File: src/rtl/i2s_pkg.sv
// rtl/i2s_pkg.sv - shared I2S constants, LRCK polarity and frame-counter sizing
package i2s_pkg;

   localparam int DEFAULT_DATA_WIDTH = 16;
   localparam int DEFAULT_SLOT_WIDTH = 16;

   localparam logic LEFT_SLOT  = 1'b0;
   localparam logic RIGHT_SLOT = 1'b1;

   function automatic int frame_cnt_width(input int slot_width);
      return $clog2(2 * slot_width);
   endfunction

endpackage

File: src/rtl/i2s_frame_timer.sv
// rtl/i2s_frame_timer.sv - I2S frame counter with registered LRCK, slot position and transfer strobe
module i2s_frame_timer
   import i2s_pkg::*;
#(
   parameter int SLOT_WIDTH = DEFAULT_SLOT_WIDTH,
   localparam int CW = frame_cnt_width(SLOT_WIDTH)
) (
   input  logic          clk,
   input  logic          rst_n,
   output logic          lrck,
   output logic [CW-1:0] slot_pos,
   output logic          xfer
);

   localparam logic [CW-1:0] LAST = CW'(2 * SLOT_WIDTH - 1);
   localparam logic [CW-1:0] SLOT = CW'(SLOT_WIDTH);

   logic [CW-1:0] count;
   logic [CW-1:0] count_next;

   assign count_next = (count == LAST) ? '0 : count + CW'(1);

   // LRCK is derived from the next count so it lines up with the count it describes
   always_ff @(posedge clk or negedge rst_n) begin
      if (!rst_n) begin
         count <= '0;
         lrck  <= LEFT_SLOT;
      end else begin
         count <= count_next;
         lrck  <= (count_next >= SLOT) ? RIGHT_SLOT : LEFT_SLOT;
      end
   end

   assign slot_pos = (lrck == RIGHT_SLOT) ? count - SLOT : count;
   assign xfer     = (count == LAST);

endmodule

File: src/rtl/i2s_serializer.sv
// rtl/i2s_serializer.sv - I2S frame-master transmitter with one-pair holding buffer and underrun tracking
module i2s_serializer
   import i2s_pkg::*;
#(
   parameter int DATA_WIDTH = DEFAULT_DATA_WIDTH,
   parameter int SLOT_WIDTH = DEFAULT_SLOT_WIDTH
) (
   input  logic                  BCLK,
   input  logic                  RESET_N,
   input  logic [DATA_WIDTH-1:0] LEFT_CHANNEL,
   input  logic [DATA_WIDTH-1:0] RIGHT_CHANNEL,
   input  logic                  SAMPLE_VALID,
   output logic                  SAMPLE_READY,
   output logic                  LRCK,
   output logic                  AUD_OUT,
   output logic                  UNDERRUN,
   output logic [7:0]            UNDERRUN_COUNT
);

   localparam int CW = frame_cnt_width(SLOT_WIDTH);
   localparam int FW = 2 * DATA_WIDTH;
   localparam logic [CW-1:0] DLIM = CW'(DATA_WIDTH);

   logic [CW-1:0]         slot_pos;
   logic                  xfer;
   logic                  full;
   logic [DATA_WIDTH-1:0] hold_l;
   logic [DATA_WIDTH-1:0] hold_r;
   logic [FW-1:0]         frame_sr;
   logic                  handshake;
   logic                  in_data;
   logic                  cur_bit;

   i2s_frame_timer #(
      .SLOT_WIDTH (SLOT_WIDTH)
   ) u_timer (
      .clk      (BCLK),
      .rst_n    (RESET_N),
      .lrck     (LRCK),
      .slot_pos (slot_pos),
      .xfer     (xfer)
   );

   assign SAMPLE_READY = !full;
   assign handshake    = SAMPLE_VALID && !full;
   // shifter only advances during data bits; slot padding transmits zeros
   assign in_data      = (slot_pos < DLIM);
   assign cur_bit      = in_data ? frame_sr[FW-1] : 1'b0;

   always_ff @(posedge BCLK or negedge RESET_N) begin
      if (!RESET_N) begin
         full           <= 1'b0;
         hold_l         <= '0;
         hold_r         <= '0;
         frame_sr       <= '0;
         AUD_OUT        <= 1'b0;
         UNDERRUN       <= 1'b0;
         UNDERRUN_COUNT <= 8'd0;
      end else begin
         AUD_OUT  <= cur_bit;
         UNDERRUN <= 1'b0;
         if (xfer) begin
            full <= 1'b0;
            if (full) begin
               frame_sr <= {hold_l, hold_r};
            end else if (handshake) begin
               frame_sr <= {LEFT_CHANNEL, RIGHT_CHANNEL};
            end else begin
               frame_sr <= '0;
               UNDERRUN <= 1'b1;
               if (UNDERRUN_COUNT != 8'hFF) begin
                  UNDERRUN_COUNT <= UNDERRUN_COUNT + 8'd1;
               end
            end
         end else begin
            if (in_data) begin
               frame_sr <= {frame_sr[FW-2:0], 1'b0};
            end
            if (handshake) begin
               hold_l <= LEFT_CHANNEL;
               hold_r <= RIGHT_CHANNEL;
               full   <= 1'b1;
            end
         end
      end
   end

endmodule

File: config.mk
export PLATFORM = sky130hd
export DESIGN_NAME = i2s_serializer
export DESIGN_NICKNAME = d
export VERILOG_FILES = /design/src/rtl/i2s_pkg.sv /design/src/rtl/i2s_frame_timer.sv /design/src/rtl/i2s_serializer.sv
export SDC_FILE = /design/constraint.sdc
export NUM_CORES = 1
export LEC_CHECK = 0
export CAP_MARGIN = 20
export CORE_ASPECT_RATIO = 1.25
export CORE_UTILIZATION = 54
export DETAILED_ROUTE_END_ITERATION = 8
export PLACE_DENSITY = 0.79
export SLEW_MARGIN = 20
export SYNTH_ARGS = -nofsm -noshare
export SYNTH_HDL_FRONTEND = slang
export SYNTH_SLANG_ARGS = --single-unit
File: constraint.sdc
create_clock -name BCLK -period 2.2 [get_ports BCLK]
set_clock_uncertainty 0.05 [all_clocks]
set_input_delay 0.22 -clock BCLK [delete_from_list [all_inputs] [get_ports BCLK]]
set_output_delay 0.22 -clock BCLK [all_outputs]
set_load 0.02 [all_outputs]
==> results.json <==
{
  "finalCriticalPeriod_ns": 1.99,
  "gr-usage-all-layers": 0.202,
  "max_freq_mhz": 503,
  "final_net_count": 360,
  "grt_first_pass_wirelength_um": 10300,
  "cts-root-to-sink-buffers": 2,
  "worst-slew-pin-transition_ns": 0.444,
  "placementRows": 32,
  "synth_sequential_area_ratio": 0.579,
  "crit-reg2reg-capture": "UNDERRUN_COUNT[1]$_DFFE_PN0P_",
  "chipHeight_um": 91.5,
  "place_congestion": 0.822,
  "post_cts.repair.setup_buffers": 0,
  "design.core.area_mm2": 0.00617,
  "timing.max_cap.violations": 0,
  "ant_nets": 0,
  "mappedNetlistArea_mm2": 0.00346,
  "critPathMaxStageDelay_ns": 0.38,
  "syn-num-nets": 315,
  "ff2ff_path_depth": 6,
  "pin_count_of_the_biggest_net_entering_global_routing": 48,
  "met1_routed_wirelength_after_detailed_routing_um": 2920,
  "worst-path-buf-inv": 0,
  "crit_family": "simple AND/OR/NAND/NOR gates",
  "cts_inserted_buffers": 9,
  "htreeDepth": 3,
  "chipWidth_um": 73.6,
  "synth.distinct_cells": 31,
  "worstSetupPathType": "flop to flop",
  "routed.top_layer": "met4",
  "first_global_vias": 2193,
  "report.final.setup_viol": 0,
  "final_hold_viol_count": 0,
  "ys.flop_type": "sky130_fd_sc_hd__dfrtp_1",
  "wirelength_um": 6230,
  "worst_ep_required_time_ns": 2.37,
  "hp-class": "primary input to asynchronous set/reset pin",
  "leading_cell_type_in_the_layout_fill_and_taps_excluded": "sky130_fd_sc_hd__dfrtp_1",
  "outcome": "finished clean",
  "share_of_layout_cells_above_drive_strength_1": 0.196,
  "finalNonFillerCells": 411,
  "worstReg2RegStart": "u_timer.count[0]$_DFF_PN0_",
  "design.portCount": 47,
  "clock_sinks": 80,
  "r2r_setup_slack_ns": 0.21,
  "worstPathArrival_ns": 2.16,
  "dr_vias": 2263,
  "clk_transition_reported_paths_ns": 0.08,
  "detail_route.first_pass.iterations": 6,
  "layout_worst_path_cycle_share": 0.903,
  "syn-mean-instance-area_um2": 12.5,
  "synth-edff-count": 0,
  "area.growth.synth_to_final_pct": 20.8,
  "final_cell_mix": "sky130_fd_sc_hd__dfrtp_1, sky130_fd_sc_hd__clkdlybuf4s50_1, sky130_fd_sc_hd__nor2_1",
  "netlist_instances": 276,
  "route.met2.wl_um": 3040,
  "cts-resized-gates": 0,
  "synth_seq_cells": 80,
  "highest_ir_drop_seen_on_vdd_uv": 519,
  "dpl_wire_length_um": 3830,
  "avgRoutedWirePerCell_um": 15.2,
  "total_leakage_power_nw": 1.86,
  "setup_tns_ns": 0,
  "dieArea_mm2": 0.00673,
  "worstPathMaxFanout": 6,
  "antenna_found_initial": 0,
  "worst_setup_path_start_kind": "flop",
  "multiInputGateArea_mm2": 0.00133,
  "clockRootBuffer": "sky130_fd_sc_hd__clkbuf_8",
  "initial_drc_count": 190,
  "cts_hold_repair.buffers": 1,
  "final_antenna_diode_count": 0,
  "slew_violations": 0,
  "avgViaCountPerCell": 5.51,
  "post-place-cells": 394,
  "met3RoutedLength_um": 178,
  "grt.overflow.total": 0,
  "critPathSlowestCell": "sky130_fd_sc_hd__dfrtp_1",
  "floorplan.initialDensity": 0.561,
  "crit_path_cell_trace": "ha_1, and3_1, ha_2, nor3b_2, o21ai_0, mux2_2",
  "grt_setup_unrepaired": "no",
  "cts_tree": "yes",
  "worst_setup_path_end_kind": "flop",
  "yosys_warnings": 0,
  "timing.max_slew.rel_slack": 0.704,
  "layout.area.seq_mm2": 0.00200,
  "place.port_buffers": 46,
  "clk_latency_ns": 0.34,
  "residual_drc_count": 0,
  "power_density_mw_per_mm2": 696,
  "filler_cell_count": 479,
  "worstSetupPathDepth": 6,
  "async_reset_ff_frac": 1.00
}
## worst reg2reg max path: stages (launching register included)
cell and delay (ns):
sky130_fd_sc_hd__dfrtp_1 0.38, sky130_fd_sc_hd__ha_1 0.18, sky130_fd_sc_hd__and3_1 0.18, sky130_fd_sc_hd__ha_2 0.26, sky130_fd_sc_hd__nor3b_2 0.30, sky130_fd_sc_hd__o21ai_0 0.22, sky130_fd_sc_hd__mux2_2 0.31
## area by class of cell
class / count / area share
clock buffers: 11 / 0.0362
clock inverters: 5 / 0.00749
inverters: 3 / 0.00269
multi-input cells: 173 / 0.319
flip-flops and latches: 80 / 0.479
well taps: 85 / 0.0254
repair buffers: 54 / 0.131
## registers in the layout, summed over array words and instances (netlist names)
signal	flops
AUD_OUT	1
UNDERRUN	1
hold_r	16
full	1
u_timer.count	5
hold_l	16
UNDERRUN_COUNT	8
frame_sr	32
## power breakdown
group	switching (W)	internal (W)	total, W
Clock	0.000530	0.000468	0.000998
Combinational	0.0000971	0.000202	0.000299
Sequential	0.0000504	0.00156	0.00161
## how the worst max path moves through the flow
stage	to	start
2_1_floorplan	hold_l[0]$_DFFE_PN0P_	u_timer.count[0]$_DFF_PN0_
3_3_place_gp	hold_l[15]$_DFFE_PN0P_	SAMPLE_VALID
3_5_place_dp	UNDERRUN_COUNT[1]$_DFFE_PN0P_	u_timer.count[0]$_DFF_PN0_
4_1_cts	UNDERRUN_COUNT[1]$_DFFE_PN0P_	u_timer.count[0]$_DFF_PN0_
5_1_grt	UNDERRUN_COUNT[1]$_DFFE_PN0P_	u_timer.count[0]$_DFF_PN0_
6_report	UNDERRUN_COUNT[1]$_DFFE_PN0P_	u_timer.count[0]$_DFF_PN0_
## cells by family (layout without fill, tap and decap cells)
group | after synthesis | in the layout | share of synthesized area
adders and majority gates | 4 | 4 | 0.0145
muxes | 35 | 35 | 0.147
and+or+nand+nor | 58 | 58 | 0.0803
DFF | 80 | 80 | 0.579
AOI/OAI and AO/OA | 71 | 71 | 0.130
xor gates and xnor gates | 5 | 5 | 0.0127
buffers and inverters | 23 | 73 | 0.0376
## Yosys cell counts, drive strengths merged (2+ instances only)
| cell type | instances | area share |
|---|---|---|
| ha | 4 | 0.014 |
| xnor2 | 4 | 0.010 |
| o21ai | 2 | 0.0029 |
| buf | 12 | 0.026 |
| nand4 | 2 | 0.0036 |
| a21oi | 32 | 0.046 |
| and3 | 2 | 0.0036 |
| clkbuf | 8 | 0.0087 |
| nand3 | 4 | 0.0058 |
| nor2b | 4 | 0.0094 |
| nand2 | 2 | 0.0022 |
| dfrtp | 80 | 0.58 |
| a22oi | 32 | 0.069 |
| nor2 | 37 | 0.040 |
| o2111ai | 2 | 0.0051 |
| mux2 | 35 | 0.15 |
| inv | 3 | 0.0033 |
| and2 | 2 | 0.0036 |
## through the flow
step                total power (W)  setup slack [ns]  hold slack, ns  area (um^2)   util
finish                      0.00291             0.213           0.303         4180  0.678
global placement            0.00193             0.249           0.148         3990  0.647
floorplan                   0.00180             0.289          -0.126         3460      -
global route                0.00302            0.0460           0.311         4180  0.678
CTS                         0.00293             0.214           0.308         4180  0.678
detailed placement          0.00194             0.225           0.148         3990  0.647
## routing by layer
layer	GRT usage	vias to the layer above
met2	0.315	51
met5	0	-
met3	0.0333	5
met1	0.273	1138
met4	0.0962	0
li1	-	1069
Power figures use the tool's default switching activity.
